**src/rtl/uart_pkg.sv**
```systemverilog
// Shared UART types, constants and the clocks-per-bit helper.
// The PARITY state exists only when UART_RX_PARITY_EN is defined.
package uart_pkg;

   localparam int UART_DATA_BITS = 8;
   localparam int UART_IDX_W     = $clog2(UART_DATA_BITS);

   typedef enum logic [2:0] {
      ST_IDLE,
      ST_START,
      ST_DATA,
`ifdef UART_RX_PARITY_EN
      ST_PARITY,
`endif
      ST_STOP,
      ST_BREAK
   } uart_rx_state_t;

   // Rounded clocks per bit; shared with the transmitter side.
   function automatic int uart_div(input int clk_hz, input int baud);
      return (clk_hz + baud / 2) / baud;
   endfunction

endpackage

```
**src/rtl/uart_sync.sv**
```systemverilog
// N-flop synchronizer for an asynchronous single-bit input, with a selectable reset value.
// Latency N cycles; no flow control.
module uart_sync #(
   parameter int   N       = 2,
   parameter logic RST_VAL = 1'b1
) (
   input  logic clk,
   input  logic rst,
   input  logic i_async,
   output logic o_sync
);

   logic [N-1:0] r_ff;

   if (N < 2) begin : g_bad_n
      $error("uart_sync: N must be at least 2");
   end

   always_ff @(posedge clk) begin
      if (rst) begin
         r_ff <= {N{RST_VAL}};
      end else begin
         r_ff <= {r_ff[N-2:0], i_async};
      end
   end

   assign o_sync = r_ff[N-1];

endmodule

```
**src/rtl/uart_rx.sv**
```systemverilog
// UART receiver: 8N1 (8E1 with UART_RX_PARITY_EN), mid-bit sampling, byte out on a single-entry valid/ready register.
// A byte completing while the register is full and not being accepted is dropped with an overrun pulse.
module uart_rx
   import uart_pkg::*;
#(
   parameter int CLK_FREQ_HZ = 153_600,
   parameter int BAUD        = 9600
) (
   input  logic       clk,
   input  logic       rst,
   input  logic       rx_i,
   output logic [7:0] data_o,
   output logic       valid_o,
   input  logic       ready_i,
   output logic       frame_err_o,
   output logic       overrun_o,
   output logic       parity_err_o
);

   localparam int DIV = uart_div(CLK_FREQ_HZ, BAUD);
   localparam int CW  = $clog2(DIV);
   localparam logic [CW-1:0]         CNT_HALF = CW'(DIV / 2 - 1);
   localparam logic [CW-1:0]         CNT_FULL = CW'(DIV - 1);
   localparam logic [UART_IDX_W-1:0] IDX_LAST = UART_IDX_W'(UART_DATA_BITS - 1);

   if (DIV < 4) begin : g_bad_div
      $error("uart_rx: clocks per bit must be at least 4");
   end

   uart_rx_state_t            r_state;
   uart_rx_state_t            w_state_nxt;
   logic [CW-1:0]             r_cnt;
   logic [CW-1:0]             w_cnt_nxt;
   logic [UART_IDX_W-1:0]     r_idx;
   logic [UART_IDX_W-1:0]     w_idx_nxt;
   logic [UART_DATA_BITS-1:0] r_shift;
   logic [UART_DATA_BITS-1:0] w_shift_nxt;
   logic [7:0]                r_data;
   logic                      r_valid;
   logic                      r_frame_err;
   logic                      r_overrun;
   logic                      w_rx_s;
   logic                      w_cnt_zero;
   logic                      w_deliver;
   logic                      w_frame_err;
   logic                      w_par_bad;
`ifdef UART_RX_PARITY_EN
   logic                      r_par;
   logic                      w_par_nxt;
   logic                      w_par_err;
   logic                      r_par_err;
`endif

   uart_sync #(
      .N       (2),
      .RST_VAL (1'b1)
   ) u_sync (
      .clk     (clk),
      .rst     (rst),
      .i_async (rx_i),
      .o_sync  (w_rx_s)
   );

   assign w_cnt_zero = (r_cnt == '0);

`ifdef UART_RX_PARITY_EN
   // Even parity: the received parity bit must equal the XOR of the data bits.
   assign w_par_bad = (^r_shift) != r_par;
`else
   assign w_par_bad = 1'b0;
`endif

   always_ff @(posedge clk) begin
      if (rst) begin
         r_state <= ST_IDLE;
         r_cnt   <= '0;
         r_idx   <= '0;
         r_shift <= '0;
`ifdef UART_RX_PARITY_EN
         r_par   <= 1'b0;
`endif
      end else begin
         r_state <= w_state_nxt;
         r_cnt   <= w_cnt_nxt;
         r_idx   <= w_idx_nxt;
         r_shift <= w_shift_nxt;
`ifdef UART_RX_PARITY_EN
         r_par   <= w_par_nxt;
`endif
      end
   end

   always_comb begin
      w_state_nxt = r_state;
      w_cnt_nxt   = r_cnt;
      w_idx_nxt   = r_idx;
      w_shift_nxt = r_shift;
      w_deliver   = 1'b0;
      w_frame_err = 1'b0;
`ifdef UART_RX_PARITY_EN
      w_par_nxt   = r_par;
      w_par_err   = 1'b0;
`endif

      case (r_state)
         ST_IDLE: begin
            if (!w_rx_s) begin
               w_cnt_nxt   = CNT_HALF;
               w_state_nxt = ST_START;
            end
         end

         ST_START: begin
            if (!w_cnt_zero) begin
               w_cnt_nxt = r_cnt - CW'(1);
            end else if (!w_rx_s) begin
               w_cnt_nxt   = CNT_FULL;
               w_idx_nxt   = '0;
               w_state_nxt = ST_DATA;
            end else begin
               w_state_nxt = ST_IDLE;
            end
         end

         ST_DATA: begin
            if (!w_cnt_zero) begin
               w_cnt_nxt = r_cnt - CW'(1);
            end else begin
               w_shift_nxt[r_idx] = w_rx_s;
               w_cnt_nxt          = CNT_FULL;
               if (r_idx == IDX_LAST) begin
`ifdef UART_RX_PARITY_EN
                  w_state_nxt = ST_PARITY;
`else
                  w_state_nxt = ST_STOP;
`endif
               end else begin
                  w_idx_nxt = r_idx + UART_IDX_W'(1);
               end
            end
         end

`ifdef UART_RX_PARITY_EN
         ST_PARITY: begin
            if (!w_cnt_zero) begin
               w_cnt_nxt = r_cnt - CW'(1);
            end else begin
               w_par_nxt   = w_rx_s;
               w_cnt_nxt   = CNT_FULL;
               w_state_nxt = ST_STOP;
            end
         end
`endif

         ST_STOP: begin
            if (!w_cnt_zero) begin
               w_cnt_nxt = r_cnt - CW'(1);
            end else if (!w_rx_s) begin
               // Framing error wins over parity; BREAK absorbs a held-low line.
               w_frame_err = 1'b1;
               w_state_nxt = ST_BREAK;
            end else if (w_par_bad) begin
`ifdef UART_RX_PARITY_EN
               w_par_err   = 1'b1;
`endif
               w_state_nxt = ST_IDLE;
            end else begin
               w_deliver   = 1'b1;
               w_state_nxt = ST_IDLE;
            end
         end

         ST_BREAK: begin
            if (w_rx_s) begin
               w_state_nxt = ST_IDLE;
            end
         end

         default: begin
            w_state_nxt = ST_IDLE;
         end
      endcase
   end

   // Holding register: a same-cycle accept frees the slot for the new byte.
   always_ff @(posedge clk) begin
      if (rst) begin
         r_data      <= '0;
         r_valid     <= 1'b0;
         r_frame_err <= 1'b0;
         r_overrun   <= 1'b0;
`ifdef UART_RX_PARITY_EN
         r_par_err   <= 1'b0;
`endif
      end else begin
         r_frame_err <= w_frame_err;
         r_overrun   <= 1'b0;
`ifdef UART_RX_PARITY_EN
         r_par_err   <= w_par_err;
`endif
         if (w_deliver) begin
            if (!r_valid || ready_i) begin
               r_data  <= r_shift;
               r_valid <= 1'b1;
            end else begin
               r_overrun <= 1'b1;
            end
         end else if (r_valid && ready_i) begin
            r_valid <= 1'b0;
         end
      end
   end

   assign data_o      = r_data;
   assign valid_o     = r_valid;
   assign frame_err_o = r_frame_err;
   assign overrun_o   = r_overrun;
`ifdef UART_RX_PARITY_EN
   assign parity_err_o = r_par_err;
`else
   assign parity_err_o = 1'b0;
`endif

endmodule

```
**config.mk**
```make
export PLATFORM = sky130hd
export DESIGN_NAME = uart_rx
export DESIGN_NICKNAME = d
export VERILOG_FILES = /design/src/rtl/uart_pkg.sv /design/src/rtl/uart_sync.sv /design/src/rtl/uart_rx.sv
export SDC_FILE = /design/constraint.sdc
export NUM_CORES = 1
export LEC_CHECK = 0
export CAP_MARGIN = 20
export CORE_ASPECT_RATIO = 2
export CORE_MARGIN = 2
export CORE_UTILIZATION = 55
export DETAILED_ROUTE_END_ITERATION = 8
export GPL_ROUTABILITY_DRIVEN = 0
export MAX_ROUTING_LAYER = met4
export PLACE_DENSITY = 0.85
export SLEW_MARGIN = 40
export SYNTH_ARGS = -nofsm -noshare
export SYNTH_HDL_FRONTEND = slang
export SYNTH_SLANG_ARGS = --single-unit
```
**constraint.sdc**
```tcl
create_clock -name clk -period 3.4 [get_ports clk]
set_clock_uncertainty 0.2 [all_clocks]
set_input_delay 0.51 -clock clk [delete_from_list [all_inputs] [get_ports clk]]
set_output_delay 0.51 -clock clk [all_outputs]
set_load 0.03 [all_outputs]
```
; Word level (Yosys, flattened, before mapping)
; Cells that the tools add are included.
[word_totals]
wordCells = 80
output_inout_bits = 12
input_bits = 4
regBits = 31
[classes]
bitwise_logic = 3
muxes = 31
reduce_logical = 17
n_addsub = 2
n_lt_le_gt_ge = 2
eq_ne = 16
[ops]
columns = operator, n
row1 = $mux W3, 11
row2 = $mux W4, 5
row3 = $ne A2 B2 Y1 const B, 8
row4 = $pmux W4 S4, 1
row5 = $pmux W3 S5, 1
row6 = $mux W1, 9
row7 = $bwmux W8, 1
row8 = $eq A3 B2 Y1 const B, 2
row9 = $eq A3 B3 Y1 const B, 2
row10 = $pmux W3 S2, 1
row11 = $reduce_and A2 Y1, 3
row12 = $reduce_and A6 Y1, 1
row13 = $reduce_and A5 Y1, 1
row14 = $logic_not A4 Y1, 1
row15 = $lt A3 B4 Y1 const B, 1
row16 = $ne A2 B1 Y1 const B, 2
row17 = $reduce_and A4 Y1, 1
row18 = $reduce_bool A2 Y1, 2
row19 = $reduce_bool A4 Y1, 1
row20 = $sub A4 B1 Y4 const B, 1
row21 = $add A3 B1 Y3 const B, 1
row22 = $demux W1 S3, 1
row23 = $eq A3 B1 Y1 const B, 1
row24 = $ge A3 B1 Y1 const B, 1
row25 = 9 further kinds, 12

; Longest topological paths before layout
[logic_depth]
depth_word = 5
mapped_depth = 6
depth_no_buf = 5

; Hierarchy
; Synthesis repeated with hierarchy kept, for this count alone.
[unflattened]
hier_cells = 146
hier_area_um2 = 1412.6
[modules_own_cells]
columns = mod, seq_area_each_um2, area_each_um2, instances, cells_each
row1 = uart_rx, 580.6, 1360.1, 1, 142
row2 = uart_sync, 40.0, 52.6, 1, 4

; Least setup slack after synthesis
; Ideal clock, no wire load.
[synth_timing]
path_type = register to register
start = register r_cnt[0]
end = register r_cnt[1]
period_less_slack_ns = 1.797
t_required_ns = 3.114
t_arrival_ns = 1.511
path_buffers = 1
path_slack_ns = 1.603
path_stages_with_launch = 7
setup_time_ns = 0.086
cell_sequence = dfxtp_1 inv_1 ha_1 nor4bb_1 buf_2 a211o_1 a221oi_2
[synth_via]
elab_chain_cells = 3
word_cells_on_any_way = 9
classes_between = 1 x add/sub / 2 x eq/ne / 4 x mux / 2 x reduce/logical
[synth_rtl]
columns = element, line
row1 = start: declaration, uart_rx.sv:32  ; logic [CW-1:0] r_cnt;
row2 = start signal: assignment, uart_rx.sv:84  ; r_cnt <= w_cnt_nxt;
row3 = $sub A4 B1 Y4 / $logic_not A4 Y1 (equally long branches), n/a
row4 = "$mux W4, or another cell as far along", uart_rx.sv:156  ; if (!w_cnt_zero) begin
row5 = $pmux W4 S4 / $reduce_and A4 Y1 (equally long branches), n/a
; Parallel ways exist; a longest one is shown, timed or not. The select of a mux whose other input is x is not followed.
; A chain may end at the register's enable or synchronous reset.

; Worst setup path in the final report
[layout_timing]
start = register r_cnt[0]
end = register r_shift[1]
[layout_via]
elab_chain_cells = 2
[layout_rtl]
columns = element, line
row1 = $logic_not A4 Y1, uart_rx.sv:64  ; assign w_cnt_zero = (r_cnt == '0);
row2 = $reduce_and A2 Y1 (no line), n/a
row3 = end signal: assignment, uart_rx.sv:86  ; r_shift <= w_shift_nxt;
row4 = end: declaration, uart_rx.sv:36  ; logic [UART_DATA_BITS-1:0] r_shift;
; No other way between the ends.

==> impl_metrics.ini <==
[clock_network]
cts_buffer_depth = 2
cts_root_buf = clkbuf_8
cts.repair.resized = 0
clk_pin_slew_ps = 60
cts_tree = done
clkLatencyLatePin_ps = 280
postCtsHoldBufs = 0
cts.sinks = 31
htreeDepth = 2
numCtsBuffers = 5
postCtsSetupBuffers = 0

[drt]
vias = 1058
highest_layer = met4
drt-vias-per-instance = 5.719
drtAntennaViolNets = 0
wl_met2_mm = 1.618
met3_length_um = 68
first_pass_iters = 4
drcViolationCount = 0
drt-wirelength-per-cell_um = 15.04
drt_iter0_drc = 25
met1_length_mm = 1.025
routed_wl_mm = 2.782

[placed_design]
io_buffer_count = 14
place_inst = 179
dp_worst_setup_slack_ps = 1159
post-dp-hpwl_mm = 2.076
dpl_cell_area_um2 = 1608

[min_path]
hold_path_class = flop to flop
hp-start = u_sync.r_ff[0]
worstHoldEndpoint = u_sync.r_ff[1]
whs_path_depth = 1

[logic_synthesis]
yosysWarnings = 0
syn_nets = 152
seq_area_frac_synth_pct = 42.43
syn_avg_cell_area_um2 = 10.09
synth-edff-count = 0
synth-seq-cells = 31
synth_cells = 145
synth-async-reset-ratio_pct = 0
syn-cell-area_um2 = 1463
synth_top_area_cell = dfxtp_1
synth.top_cell.area_share_pct = 42.43
yosysUniqueCellTypes = 36
synth_area_leaders = dfxtp_1, mux2i_1, nand2b_1, ha_1, nand3b_1
ys.flop_type = dfxtp_1

[critical_path]
r2r_slack_ps = 1390
cp.arrival_ps = 1960
reg2reg_from = r_cnt[0]
crit_path_top_delay_cell = nor4b_1
start_kind = flop
required_ps = 3350
crit_path_cell_trace = inv_1, ha_1, nor4b_1, nand4b_1, mux2i_1
path_delay_family = simple AND/OR/NAND/NOR gates
cpPeakStageDelay_ps = 620
rr_endpoint = r_shift[1]
critPathKind = flop to flop
r2r_cells = 5
worst-path-buf-inv = 1
crit_fanout = 7
worstSetupEndpointType = flop
crit_cells = 5

[sta]
fin_tns_setup_ps = 0
fin_crit_sh_pct = 59.05
setup_viol = 0
fin_ws_ps = 1392
maxSlewViolCount = 0
finalHoldViolations = 0
slew_headroom_pct = 51.85
rsz0062_at_grt = no
fmax_mhz = 498.1
worstMarginPinSlew_ps = 712.2
min_period_ps = 2008

[power]
p_leak_uw = 0.0006897
cellPowerDensity_nw_per_um2 = 415.9
p_switching_uw = 164.3
ir_drop_mv = 0.4628
power_frac_seq_pct = 54.3
pwr-share-comb_pct = 8.9
switching_share_pct = 23.51
internal_power_uw = 534.6
power_frac_clock_pct = 36.8

[cells_and_area]
insertedDiodeCount = 0
num-fill-cells = 205
final_common_cell = dfxtp_1
final_cell_mix = dfxtp_1, nand2b_1, mux2i_1
syn_to_final_growth_pct = 14.88
fin_cells = 185
drive_above_1_share_pct = 9.554
fin_nets = 165
design_area_um2 = 1680

[global_route]
grt_max_degree = 27
grt_overflow_total = 0
antenna_found_initial = 0
grt_util_all_layers_pct = 22.35
grt_pass1_vias = 1032
grt_pass1_wl_mm = 4.629

[floorplanning]
core-area_um2 = 2537
dieHeight_um = 76.93
die_width_um = 40.47
dieArea_um2 = 3113
initial_core_util_pct = 57.64
num_rows = 26
io_pins = 16

[status]
outcome = finished, final reports clean

[flow_run]
max-cap-violations = 0
-- cells in the mapped netlist, drive strengths merged, types with 3 or more instances --
| cell | number |
|---|---|
| nand3b | 5 |
| dfxtp | 31 |
| nand2b | 22 |
| nor4b | 3 |
| nor3 | 4 |
| or2 | 3 |
| ha | 3 |
| clkbuf | 6 |
| nor3b | 5 |
| nand3 | 3 |
| nand4 | 3 |
| buf | 4 |
| inv | 5 |
| mux2i | 20 |
-- metal layers --
| layer | global-route usage (%) | vias to the layer above |
|---|---|---|
| li1 | - | 538 |
| met1 | 21.43 | 502 |
| met2 | 37.46 | 12 |
| met3 | 6.069 | 6 |
| met4 | 11.00 | 0 |
| met5 | - | - |
-- sequential cells by signal, summed over array words and instances, names as in the netlist --
signal and flops:
r_cnt 4, data_o 8, frame_err_o 1, u_sync.r_ff 2
r_shift 8, r_state 3, valid_o 1, overrun_o 1
r_idx 3
-- power by group through the flow --
| stage | logic (uW) | registers (uW) | clock network [uW] |
|---|---|---|---|
| floorplan | 51.9 | 384 | 0 |
| global placement | 59.7 | 387 | 0 |
| detailed placement | 62.0 | 387 | 0 |
| CTS | 62.3 | 379 | 262 |
| global route | 68.4 | 381 | 278 |
| finish | 62.2 | 379 | 257 |
-- stage by stage --
step	hold slack (ps)	utilization, %	total power (uW)
final	208.2	66.22	698.8
after global placement	196.6	63.36	446.7
after CTS	211.6	66.22	703.1
after floorplan	189.5	-	435.6
after global routing	231.4	66.22	726.9
after detailed placement	197.7	63.36	449.3
-- cell type report --
class	instances	area, um2	area share (%)
inverters	5	18.77	1.117
flip-flops and latches	31	620.6	36.93
multi-input cells	99	778.2	46.31
repair buffers	16	155.1	9.233
clock buffers	6	72.57	4.319
well taps	28	35.03	2.085
-- cells by family (layout without fill, tap and decap cells) --
logic type / after synthesis / in the layout / synth area share (%)
other cells: 1 / 1 / 0.2564
fa+ha+maj: 3 / 3 / 2.567
mux: 20 / 20 / 13.69
buf+inv: 15 / 27 / 4.363
simple gates: 62 / 62 / 29.34
compound gates: 13 / 13 / 7.357
flops: 31 / 31 / 42.43
-- how the worst max path moves through the flow --
stage / startpoint / endpoint / slack (ps)
after global placement: rst / r_shift[5] / 1250
after floorplan: r_cnt[0] / r_cnt[1] / 1600
final: r_cnt[0] / r_shift[1] / 1390
after detailed placement: rst / r_shift[6] / 1160
after global routing: r_cnt[0] / r_shift[6] / 1170
after CTS: r_cnt[0] / r_shift[6] / 1380
No activity file was read; power rests on OpenSTA's default activity.
